File: config.mk
export PLATFORM = sky130hd
export DESIGN_NAME = serial_subtractor
export DESIGN_NICKNAME = d
export VERILOG_FILES = /design/src/rtl/serial_subtractor.sv
export SDC_FILE = /design/constraint.sdc
export NUM_CORES = 1
export LEC_CHECK = 0
export CAP_MARGIN = 5
export CORE_MARGIN = 2
export CORE_UTILIZATION = 36
export CTS_BUF_LIST = sky130_fd_sc_hd__clkbuf_8
export DETAILED_ROUTE_END_ITERATION = 8
export PLACE_DENSITY = 0.59
export SETUP_SLACK_MARGIN = 0.02
export SYNTH_ARGS = -nofsm -noshare
export SYNTH_HDL_FRONTEND = slang
export SYNTH_SLANG_ARGS = --single-unit
File: constraint.sdc
create_clock -name clk -period 2.24 [get_ports clk]
set_clock_uncertainty 0.2 [all_clocks]
set_input_delay 0.448 -clock clk [delete_from_list [all_inputs] [get_ports clk]]
set_output_delay 0.448 -clock clk [all_outputs]
set_load 0.03 [all_outputs]
File: src/rtl/serial_subtractor.sv
// Bit-serial unsigned subtractor: diff = a - b, LSB first, one bit per clock.
// Optional SERIAL_SUB_SAT_EN clamps diff to 0 when the final borrow is set.
module serial_subtractor #(
  parameter int WIDTH = 8
) (
  input  logic             clk,
  input  logic             rst_n,
  input  logic             start,
  input  logic [WIDTH-1:0] a,
  input  logic [WIDTH-1:0] b,
  output logic             busy,
  output logic             done,
  output logic [WIDTH-1:0] diff,
  output logic             bout
);

  localparam int CW = $clog2(WIDTH);

  typedef enum logic [1:0] {IDLE, SHIFT, DONE} state_t;

  state_t           state_q, state_d;
  logic [WIDTH-1:0] a_q, a_d;
  logic [WIDTH-1:0] b_q, b_d;
  logic [WIDTH-1:0] res_q, res_d;
  logic             br_q, br_d;
  logic [CW-1:0]    cnt_q, cnt_d;
  logic             busy_q, busy_d;
  logic             done_q, done_d;
  logic [WIDTH-1:0] diff_q, diff_d;
  logic             bout_q, bout_d;

  logic             bit_d;
  logic             br_next;
  logic [WIDTH-1:0] res_shift;

  // Full-subtractor cell on the current LSBs plus the registered borrow.
  always_comb begin
    bit_d     = a_q[0] ^ b_q[0] ^ br_q;
    br_next   = (~a_q[0] & b_q[0]) | (~(a_q[0] ^ b_q[0]) & br_q);
    res_shift = {bit_d, res_q[WIDTH-1:1]};
  end

  always_comb begin
    state_d = state_q;
    a_d     = a_q;
    b_d     = b_q;
    res_d   = res_q;
    br_d    = br_q;
    cnt_d   = cnt_q;
    busy_d  = busy_q;
    done_d  = 1'b0;
    diff_d  = diff_q;
    bout_d  = bout_q;

    case (state_q)
      IDLE, DONE: begin
        busy_d  = 1'b0;
        state_d = IDLE;
        if (start) begin
          a_d     = a;
          b_d     = b;
          res_d   = '0;
          br_d    = 1'b0;
          cnt_d   = '0;
          busy_d  = 1'b1;
          state_d = SHIFT;
        end
      end
      SHIFT: begin
        a_d   = a_q >> 1;
        b_d   = b_q >> 1;
        res_d = res_shift;
        br_d  = br_next;
        cnt_d = cnt_q + CW'(1);
        // Last bit-step: publish the fully shifted result on this same edge.
        if (cnt_q == CW'(WIDTH - 1)) begin
          cnt_d   = '0;
          busy_d  = 1'b0;
          done_d  = 1'b1;
          state_d = DONE;
          bout_d  = br_next;
`ifdef SERIAL_SUB_SAT_EN
          diff_d  = br_next ? '0 : res_shift;
`else
          diff_d  = res_shift;
`endif
        end
      end
      default: begin
        state_d = IDLE;
        busy_d  = 1'b0;
      end
    endcase
  end

  always_ff @(posedge clk or negedge rst_n) begin
    if (!rst_n) begin
      state_q <= IDLE;
      a_q     <= '0;
      b_q     <= '0;
      res_q   <= '0;
      br_q    <= 1'b0;
      cnt_q   <= '0;
      busy_q  <= 1'b0;
      done_q  <= 1'b0;
      diff_q  <= '0;
      bout_q  <= 1'b0;
    end else begin
      state_q <= state_d;
      a_q     <= a_d;
      b_q     <= b_d;
      res_q   <= res_d;
      br_q    <= br_d;
      cnt_q   <= cnt_d;
      busy_q  <= busy_d;
      done_q  <= done_d;
      diff_q  <= diff_d;
      bout_q  <= bout_d;
    end
  end

  assign busy = busy_q;
  assign done = done_q;
  assign diff = diff_q;
  assign bout = bout_q;

endmodule

==> impl_results.html, run 1 <==
<table>
<tr><th>Metric</th><th>Value</th></tr>
<tr><th colspan="2">STA</th></tr>
<tr><td>Final number of setup-violating endpoints</td><td>0</td></tr>
<tr><td>Setup repair after global routing missed its margin</td><td>no</td></tr>
<tr><td>Sum of negative setup slack</td><td>0 ps</td></tr>
<tr><td>Final min period</td><td>1970 ps</td></tr>
<tr><td>Final critical-path share of the clock period</td><td>between 80% and 90%</td></tr>
<tr><td>Actual transition at the worst max-transition pin</td><td>607.7 ps</td></tr>
<tr><td>Tightest slew margin relative to the limit</td><td>59.33%</td></tr>
<tr><td>Max-slew violation total from the final report</td><td>0</td></tr>
<tr><td>Number of failing hold endpoints at the final stage</td><td>0</td></tr>
<tr><td>Timing-limited maximum frequency</td><td>a little over 500 MHz</td></tr>
<tr><th colspan="2">Placement</th></tr>
<tr><td>Number of buffer cells added on primary ports</td><td>29</td></tr>
<tr><td>Post-DP HPWL</td><td>2426 microns</td></tr>
<tr><td>Cell Area, Placed</td><td>~0.0023 sq mm</td></tr>
<tr><td>Final weighted congestion in routability-driven placement</td><td>0.7724</td></tr>
<tr><th colspan="2">Pwr</th></tr>
<tr><td>Logic pwr share</td><td>41.8%</td></tr>
<tr><td>Internal power</td><td>roughly 2.1 mW</td></tr>
<tr><td>Maximum VDD drop</td><td>between 0.5 and 0.6 mV</td></tr>
<tr><td>Sequential share of power</td><td>40.5%</td></tr>
<tr><td>Switching power as a share of total power</td><td>between 30% and 40%</td></tr>
<tr><td>Pwr Density</td><td>1362 mW/mm^2</td></tr>
<tr><td>Clock group share of total power</td><td>17.6%</td></tr>
<tr><td>Leakage power</td><td>~1.0 nW</td></tr>
<tr><td>Net switching power figure</td><td>~1.1 mW</td></tr>
<tr><th colspan="2">Floorplanning</th></tr>
<tr><td>Count of pins on the block boundary</td><td>30</td></tr>
<tr><td>Die width</td><td>77.85 microns</td></tr>
<tr><td>Effective utilization at floorplan</td><td>37.95%</td></tr>
<tr><td>DIE AREA</td><td>0.006060 sq mm</td></tr>
<tr><td>Row Count</td><td>26</td></tr>
<tr><td>Core outline area</td><td>0.005172 sq mm</td></tr>
<tr><td>Floorplan die height</td><td>just under 80 microns</td></tr>
<tr><th colspan="2">Drt</th></tr>
<tr><td>WL per Instance</td><td>between 10 and 15 microns</td></tr>
<tr><td>DRT iter0 DRCs</td><td>88</td></tr>
<tr><td>Vias per cell</td><td>4.992</td></tr>
<tr><td>Routed vias</td><td>1268</td></tr>
<tr><td>Final routed DRC violation total</td><td>0</td></tr>
<tr><td>Final wirelength</td><td>3580 microns</td></tr>
<tr><td>Detail Route Antenna Nets</td><td>0</td></tr>
<tr><td>First drt pass iteration count</td><td>4</td></tr>
<tr><th colspan="2">Clocking</th></tr>
<tr><td>Clk sinks</td><td>40</td></tr>
<tr><td>Latest clock arrival within the worst-skew pair</td><td>280 ps</td></tr>
<tr><td>Clock transition at the registers of the reported paths</td><td>about 80 ps</td></tr>
<tr><td>Clock tree root driver cell</td><td>clkbuf_8</td></tr>
<tr><td>Number of buffers created by CTS</td><td>5</td></tr>
<tr><td>Maximum buffer depth of the clock tree</td><td>2</td></tr>
<tr><td>Post_cts resized</td><td>0</td></tr>
<tr><td>Buffers inserted by post-CTS timing repair</td><td>0</td></tr>
<tr><td>Post-CTS Hold Buffers</td><td>0</td></tr>
<tr><td>TritonCTS clock tree</td><td>built</td></tr>
<tr><td>H-tree lvl count</td><td>2</td></tr>
<tr><th colspan="2">Global routing</th></tr>
<tr><td>Total congestion overflow after global routing</td><td>0</td></tr>
<tr><td>Global-route wire length before repair</td><td>6223 microns</td></tr>
<tr><td>Total global-route track usage</td><td>approximately 13%</td></tr>
<tr><td>Maximum number of pins on one net before global-route repair</td><td>41</td></tr>
<tr><td>Number of global-route vias before repair</td><td>1306</td></tr>
<tr><td>Number of antenna violations at the first check in global routing</td><td>0</td></tr>
<tr><th colspan="2">Yosys</th></tr>
<tr><td>Proportion of synthesized chip area in sequential cells</td><td>50.99%</td></tr>
<tr><td>FF+latch count, synth</td><td>40</td></tr>
<tr><td>Total standard cell area after synthesis</td><td>between 0.0015 and 0.002 sq mm</td></tr>
<tr><td>Number of cells produced by synthesis</td><td>around 150</td></tr>
<tr><td>Largest area contributor in the netlist</td><td>dfrtp_1</td></tr>
<tr><td>Avg Cell Area, Syn</td><td>12.75 sq um</td></tr>
<tr><td>Total nets after synthesis</td><td>176</td></tr>
<tr><td>Fraction of post-synthesis cell area in the top cell type by area</td><td>approximately half</td></tr>
<tr><td>Top area cells in the synthesized netlist</td><td>dfrtp_1 51%, mux2i_1 8.2%, mux2_4 6.9%</td></tr>
<tr><td>Number of different library cells in the post-synthesis netlist</td><td>27</td></tr>
<tr><td>Synth Warn #</td><td>0</td></tr>
<tr><th colspan="2">Finish</th></tr>
<tr><td>Fraction of layout instances using a drive strength above 1</td><td>approximately 17%</td></tr>
<tr><td>Final net count</td><td>205</td></tr>
<tr><td>Area Overhead vs Synth</td><td>21.42%</td></tr>
<tr><td>Antenna fix cells</td><td>0</td></tr>
<tr><td>Final design area excluding fillers</td><td>about 0.0024 sq mm</td></tr>
<tr><th colspan="2">Critical path</th></tr>
<tr><td>CP max-delay cell</td><td>clkdlybuf4s50_1</td></tr>
<tr><td>Data required time at the worst endpoint</td><td>1590 ps</td></tr>
<tr><td>CP endpoint kind</td><td>output port</td></tr>
<tr><td>Sequence of cells on the critical path</td><td>clkdlybuf4s50_1</td></tr>
<tr><td>Delay contributed by the slowest stage of the critical path</td><td>670 ps</td></tr>
<tr><td>Worst Path Class, Setup</td><td>reg2out</td></tr>
<tr><td>CP startpoint kind</td><td>register</td></tr>
<tr><td>Crit-path leading delay family</td><td>buffers and inverters</td></tr>
<tr><td>Maximum fanout encountered on the critical timing path</td><td>2</td></tr>
<tr><td>Buffer and inverter count on the worst path</td><td>1</td></tr>
<tr><td>CP Data Arrival Time</td><td>around 1300 ps</td></tr>
<tr><th colspan="2">Hold path</th></tr>
<tr><td>Worst min-delay path category</td><td>in2async</td></tr>
<tr><th colspan="2">Outcome</th></tr>
<tr><td>Result of the run</td><td>finished clean</td></tr>
<tr><th colspan="2">Run</th></tr>
<tr><td># Max-Cap Violations</td><td>0</td></tr>
</table>
==> cells by family after synthesis <==
logic type      Yosys count  share of synthesized area [%]
flops                    40                          50.99
fa+ha+maj                 3                          2.294
simple gates             24                          8.476
buf+inv                  15                          5.354
compound gates           41                          14.40
mux                      31                          18.48
==> worst paths after layout <==
path / to / slack (ps) / cells after the start / start
worst min-delay path: done / 10 / 2 / rst_n
min in group clk: busy / 290 / 1 / busy
worst min register to register: busy / 290 / 1 / busy
max in group asynchronous: b_q[7] / 1470 / 2 / rst_n
worst max register to register: diff[1] / 490 / 4 / cnt_q[0]
worst max-delay path: diff[6] / 270 / 1 / diff[6]
==> synthesized netlist by cell type <==
library cell and instances:
a21oi_1 13, buf_4 1, nor3_1 1, mux2_4 9, a21o_1 1, nor2b_1 14
inv_1 4, nand3b_4 1, buf_2 6, dfrtp_1 40, mux2_2 6, nor2_2 1
a211oi_1 13, or2_1 1, nand3_1 2, ha_1 2, nand2_1 1, nor2b_4 1
nor2_1 1, and2b_4 1, a22o_1 10, mux2i_1 16, fa_1 1, a221o_1 1
buf_6 2, o21ai_0 3, buf_8 2
==> registers in the layout (all words and copies together) (netlist names) <==
name	flops
done	1
bout	1
res_q	7
br_q	1
a_q	8
cnt_q	3
state_q	2
busy	1
b_q	8
diff	8
==> stage by stage <==
step / total power, mW / setup WS (ps) / utilization, % / std cells / hold slack [ps]
final: 3.246 / 270.1 / 46.08 / 254 / 13.09
after global placement: 2.624 / 306.7 / 44.00 / 246 / 264.5
after detailed placement: 2.699 / 251.5 / 44.00 / 246 / 274.4
after global routing: 3.487 / 214.9 / 46.08 / 254 / 51.94
after floorplan: 2.312 / 579.2 / - / 154 / -47.59
after CTS: 3.290 / 253.7 / 46.08 / 254 / 35.73
==> per-layer routing <==
layer,wire length [microns],share of wire [%],track usage (%),up-vias
li1,-,-,-,617
met1,1640,46,17.20,616
met2,1733,48,19.66,29
met3,154,4.3,3.488,6
met4,52,1.5,5.000,0
met5,0,0,0,-
==> power by group through the flow <==
stage                     sequential (mW)  clock, mW  combinational [mW]
after CTS                            1.32      0.591                1.38
after global placement               1.31          0                1.32
after floorplan                      1.39          0               0.919
after detailed placement             1.34          0                1.36
final                                1.32      0.573                1.36
after global routing                 1.37      0.629                1.49
==> cell type report <==
| type | instances | area (sq um) |
|---|---|---|
| clock buffers | 5 | 68.82 |
| multi-input cells | 99 | 857.1 |
| repair buffers | 33 | 315.3 |
| flip-flops and latches | 40 | 1001 |
| well taps | 70 | 87.58 |
| fillers | 464 | 2789 |
| inverters | 4 | 15.01 |
| clock inverters | 3 | 38.79 |
==> cell usage in the layout (no fill, tap or decap), types with 6 or more instances in the layout <==
cell             synthesis  layout
a22o_1                  10      10
mux2i_1                 16      16
mux2_4                   9       9
nor2b_1                 14      14
mux2_2                   6       6
a21oi_1                 13      13
dfrtp_1                 40      40
clkdlybuf4s50_1          0      28
a211oi_1                13      13
Power figures use the tool's default switching activity.
==> run 2: changes to the inputs <==
- ABC_AREA: not set -> 1
- CORE_UTILIZATION: 36 -> 55
- PLACE_DENSITY: 0.59 -> 0.84
==> run 2 against run 1 <==
Effect of this change:
- clock power up 12%
- count of clock-buffer cells in the layout up 2
- synthesized cell count grew 44%
- fmax up 0.15%
- critical endpoint is now busy
- combinational power increased by 16%
- flip-flop and latch count is the same
- routed wire length decreased by 1.3%
- the run now ends with hold timing left
- total power is 6.9% higher
- hold slack got worse by 14 ps
==> impl_results.html, run 2 <==
<table>
<tr><th>Metric</th><th>Value</th></tr>
<tr><th colspan="2">Pwr</th></tr>
<tr><td>Maximum VDD drop</td><td>0.7156 mV (+30%)</td></tr>
<tr><td>Leakage power</td><td>1.237 nW (+18%)</td></tr>
<tr><td>Total power after layout</td><td>3.470 mW (+6.9%)</td></tr>
<tr><td>Pwr Density</td><td>1506 mW/mm^2 (+11%)</td></tr>
<tr><th colspan="2">Floorplanning</th></tr>
<tr><td>Die width</td><td>62.50 microns (-20%)</td></tr>
<tr><td>Row Count</td><td>21 (-19%)</td></tr>
<tr><td>Count of pins on the block boundary</td><td>30 (unchanged)</td></tr>
<tr><td>Effective utilization at floorplan</td><td>56.84% (+19 points)</td></tr>
<tr><td>Core outline area</td><td>0.003311 sq mm (-36%)</td></tr>
<tr><td>DIE AREA</td><td>0.003906 sq mm (-36%)</td></tr>
<tr><td>Floorplan die height</td><td>62.50 microns (-20%)</td></tr>
<tr><th colspan="2">Clocking</th></tr>
<tr><td>H-tree lvl count</td><td>2 (unchanged)</td></tr>
<tr><td>Buffers inserted by post-CTS timing repair</td><td>0 (unchanged)</td></tr>
<tr><td>Clk sinks</td><td>40 (unchanged)</td></tr>
<tr><td>TritonCTS clock tree</td><td>built</td></tr>
<tr><td>Post_cts resized</td><td>0 (unchanged)</td></tr>
<tr><td>Clock tree root driver cell</td><td>clkbuf_8</td></tr>
<tr><td>Clock transition at the registers of the reported paths</td><td>80 ps (about the same)</td></tr>
<tr><td>Maximum buffer depth of the clock tree</td><td>2 (unchanged)</td></tr>
<tr><td>Latest clock arrival within the worst-skew pair</td><td>290 ps (about the same)</td></tr>
<tr><td>Number of buffers created by CTS</td><td>5 (unchanged)</td></tr>
<tr><td>Post-CTS Hold Buffers</td><td>0 (unchanged)</td></tr>
<tr><th colspan="2">Finish</th></tr>
<tr><td>Final design area excluding fillers</td><td>0.002303 sq mm (-3.4%)</td></tr>
<tr><td>Combined flip-flop and latch cell area</td><td>0.001001 sq mm (unchanged)</td></tr>
<tr><td>Final net count</td><td>274 (+34%)</td></tr>
<tr><td>Total area of multi-input combinational cells</td><td>640.6 sq um (-25%)</td></tr>
<tr><td>Fraction of layout instances using a drive strength above 1</td><td>10.67% (-6.2 points)</td></tr>
<tr><td>Area Overhead vs Synth</td><td>22.41%</td></tr>
<tr><td>Highest-count cells in the layout ignoring fill and taps</td><td>72 x nand2_1, 42 x inv_1, 40 x dfrtp_1, 28 x nand3_1, 28 x clkdlybuf4s50_1</td></tr>
<tr><td>Antenna fix cells</td><td>0 (unchanged)</td></tr>
<tr><td>Final Instance Count excl. Fillers</td><td>299 (+18%)</td></tr>
<tr><td>Most common library cell in the layout ignoring fill and taps</td><td>nand2_1</td></tr>
<tr><td>Count of fill cells added during filler insertion</td><td>280 (-40%)</td></tr>
<tr><th colspan="2">Critical path</th></tr>
<tr><td>Delay contributed by the slowest stage of the critical path</td><td>680 ps (about the same)</td></tr>
<tr><td>Crit-path leading delay family</td><td>buffers and inverters</td></tr>
<tr><td>CP Data Arrival Time</td><td>1320 ps (about the same)</td></tr>
<tr><td>Sequence of cells on the critical path</td><td>clkdlybuf4s50_1</td></tr>
<tr><td>Worst Path Class, Setup</td><td>reg2out</td></tr>
<tr><td>Data required time at the worst endpoint</td><td>1590 ps (about the same)</td></tr>
<tr><td>CP max-delay cell</td><td>clkdlybuf4s50_1</td></tr>
<tr><td>Number of logic stages on the critical path including buffering</td><td>1 (unchanged)</td></tr>
<tr><td>Worst-case register-to-register setup slack</td><td>660 ps (+170 ps)</td></tr>
<tr><td>Buffer and inverter count on the worst path</td><td>1 (unchanged)</td></tr>
<tr><td>Path depth of the worst reg2reg path</td><td>3 (-1)</td></tr>
<tr><td>Worst setup path startpoint</td><td>busy</td></tr>
<tr><td>CP startpoint kind</td><td>register</td></tr>
<tr><td>Worst R2R End</td><td>br_q</td></tr>
<tr><td>Endpoint of the most critical setup path</td><td>busy</td></tr>
<tr><td>CP endpoint kind</td><td>output port</td></tr>
<tr><td>Maximum fanout encountered on the critical timing path</td><td>2 (unchanged)</td></tr>
<tr><td>Startpoint of the worst register-to-register path</td><td>a_q[0]</td></tr>
<tr><th colspan="2">Yosys</th></tr>
<tr><td>Number of cells produced by synthesis</td><td>221 (+44%)</td></tr>
<tr><td>Fraction of post-synthesis cell area in the top cell type by area</td><td>53.19% (+2.2 points)</td></tr>
<tr><td>Top area cells in the synthesized netlist</td><td>dfrtp_1 53%, nand2_1 14%, inv_1 8.4%</td></tr>
<tr><td>Total nets after synthesis</td><td>243 (+38%)</td></tr>
<tr><td>Top-count cell post-synth</td><td>nand2_1</td></tr>
<tr><td>Async SR Flop Fraction</td><td>100.0% (unchanged)</td></tr>
<tr><td>Proportion of synthesized chip area in sequential cells</td><td>53.19% (+2.2 points)</td></tr>
<tr><td>Avg Cell Area, Syn</td><td>8.515 sq um (-33%)</td></tr>
<tr><td>Synth cell count leaders</td><td>72 x nand2_1, 42 x inv_1, 40 x dfrtp_1</td></tr>
<tr><td>Total standard cell area after synthesis</td><td>0.001882 sq mm (-4.1%)</td></tr>
<tr><td>Synth Warn #</td><td>0 (unchanged)</td></tr>
<tr><td>Predominant post-synthesis flop cell</td><td>dfrtp_1</td></tr>
<tr><td>EDFF count, synth</td><td>0 (unchanged)</td></tr>
<tr><td>FF+latch count, synth</td><td>40 (unchanged)</td></tr>
<tr><td>Number of different library cells in the post-synthesis netlist</td><td>17 (-37%)</td></tr>
<tr><td>Largest area contributor in the netlist</td><td>dfrtp_1</td></tr>
<tr><th colspan="2">STA</th></tr>
<tr><td>Actual transition at the worst max-transition pin</td><td>482.3 ps (-125.5 ps)</td></tr>
<tr><td>Final min period</td><td>1967 ps (-2.928 ps)</td></tr>
<tr><td>Tightest hold margin</td><td>-1.358 ps (-14.44 ps)</td></tr>
<tr><td>Final critical-path share of the clock period</td><td>87.81% (-0.13 points)</td></tr>
<tr><td>Setup repair after global routing missed its margin</td><td>no</td></tr>
<tr><td>Max-slew violation total from the final report</td><td>0 (unchanged)</td></tr>
<tr><td>Sum of negative setup slack</td><td>0 ps (unchanged)</td></tr>
<tr><td>Least setup slack across all paths after layout</td><td>273.0 ps (+2.928 ps)</td></tr>
<tr><td>Tightest slew margin relative to the limit</td><td>67.85% (+8.5 points)</td></tr>
<tr><td>Number of failing hold endpoints at the final stage</td><td>1 (+1)</td></tr>
<tr><td>Final number of setup-violating endpoints</td><td>0 (unchanged)</td></tr>
<tr><td>Timing-limited maximum frequency</td><td>508.4 MHz (+0.15%)</td></tr>
<tr><th colspan="2">Run</th></tr>
<tr><td># Max-Cap Violations</td><td>0 (unchanged)</td></tr>
<tr><th colspan="2">Drt</th></tr>
<tr><td>First drt pass iteration count</td><td>4 (unchanged)</td></tr>
<tr><td>Final routed DRC violation total</td><td>0 (unchanged)</td></tr>
<tr><td>DRT iter0 DRCs</td><td>71 (-19%)</td></tr>
<tr><td>Vias per cell</td><td>4.829 (-3.3%)</td></tr>
<tr><td>Final wirelength</td><td>3535 microns (-1.3%)</td></tr>
<tr><td>Detail Route Antenna Nets</td><td>0 (unchanged)</td></tr>
<tr><td>Routed vias</td><td>1444 (+14%)</td></tr>
<tr><td>WL per Instance</td><td>11.82 microns (-16%)</td></tr>
<tr><th colspan="2">Outcome</th></tr>
<tr><td>Result of the run</td><td>finished, violations left</td></tr>
<tr><td>Failing checks</td><td>hold timing</td></tr>
<tr><th colspan="2">Placement</th></tr>
<tr><td>Post-DP HPWL</td><td>2292 microns (-5.5%)</td></tr>
<tr><td>Number of buffer cells added on primary ports</td><td>29 (unchanged)</td></tr>
<tr><td>Worst setup slack after placement</td><td>326.1 ps (+74.60 ps)</td></tr>
<tr><td>Number of cells in the design after placement</td><td>291 (+18%)</td></tr>
<tr><td>Final weighted congestion in routability-driven placement</td><td>0.7509 (-2.8%)</td></tr>
<tr><td>Cell Area, Placed</td><td>0.002177 sq mm (-4.3%)</td></tr>
<tr><th colspan="2">Global routing</th></tr>
<tr><td>Maximum number of pins on one net before global-route repair</td><td>41 (unchanged)</td></tr>
<tr><td>Number of antenna violations at the first check in global routing</td><td>0 (unchanged)</td></tr>
<tr><td>Total global-route track usage</td><td>19.77% (+7.0 points)</td></tr>
<tr><td>Total congestion overflow after global routing</td><td>0 (unchanged)</td></tr>
<tr><td>Number of global-route vias before repair</td><td>1327 (+1.6%)</td></tr>
<tr><td>Global-route wire length before repair</td><td>6016 microns (-3.3%)</td></tr>
<tr><th colspan="2">Hold path</th></tr>
<tr><td>Worst min-delay path category</td><td>in2async</td></tr>
</table>
[run 2: cell count changes in the layout (fill, tap and decap cells not counted), sizes merged, moves of 15 or more]
cell,previous run,this run
inv,5,44
nor2b,15,0
mux2,15,0
nand3,2,28
o21ai,3,20
nand2,1,75
mux2i,16,0
[run 2: worst min-delay path by stage]
stage / start / to / slack [ps] / cells past startpoint
6_report: rst_n / diff[1] / -1 / 2
5_1_grt: rst_n / res_q[4] / 50 / 2
4_1_cts: rst_n / a_q[7] / 10 / 2
3_5_place_dp: a_q[6] / a_q[6] / 260 / 2
3_3_place_gp: a_q[6] / a_q[6] / 260 / 2
2_1_floorplan: rst_n / a_q[0] / -50 / 0
[run 2: kinds of logic after synthesis]
family	synth area share, %
flops	53.19
buf+inv	12.77
fa+ha+maj	2.393
simple gates	24.73
compound gates	6.915
[run 2: power breakdown]
group,leakage [nW],internal (mW),switching [mW]
clock,0.0645,0.393,0.248
sequential,0.496,1.06,0.188
combinational,0.677,0.600,0.981
[run 2: worst reg2reg max path, delay by kind of cell, from the launching register on]
kind,cells,cell delay [ps]
AOI/OAI and AO/OA,1,80
and+or+nand+nor,1,310
DFF,1,430
adders and majority gates,1,480
[run 2: per-layer routing]
layer / GRT usage, % / wire (microns) / up-vias
li1: - / - / 730
met1: 26.57 / 1628 / 655
met2: 29.84 / 1607 / 43
met3: 2.703 / 145 / 16
met4: 13.61 / 153 / 0
met5: 0 / 0 / -
[run 2: per-stage QoR]
step	hold WS [ps]	util, %
4_1_cts	12.81	69.58
3_5_place_dp	264.8	65.76
6_report	-1.358	69.58
5_1_grt	48.21	69.58
2_1_floorplan	-47.59	-
3_3_place_gp	261.6	65.76
[run 2: final cells by class]
cell class	instances	share of cell area [%]
clock buffers	7	4.183
clock inverters	1	1.304
inverters	44	7.387
multi-input cells	129	27.81
flip-flops and latches	40	43.45
well taps	46	2.499
repair buffers	32	13.36
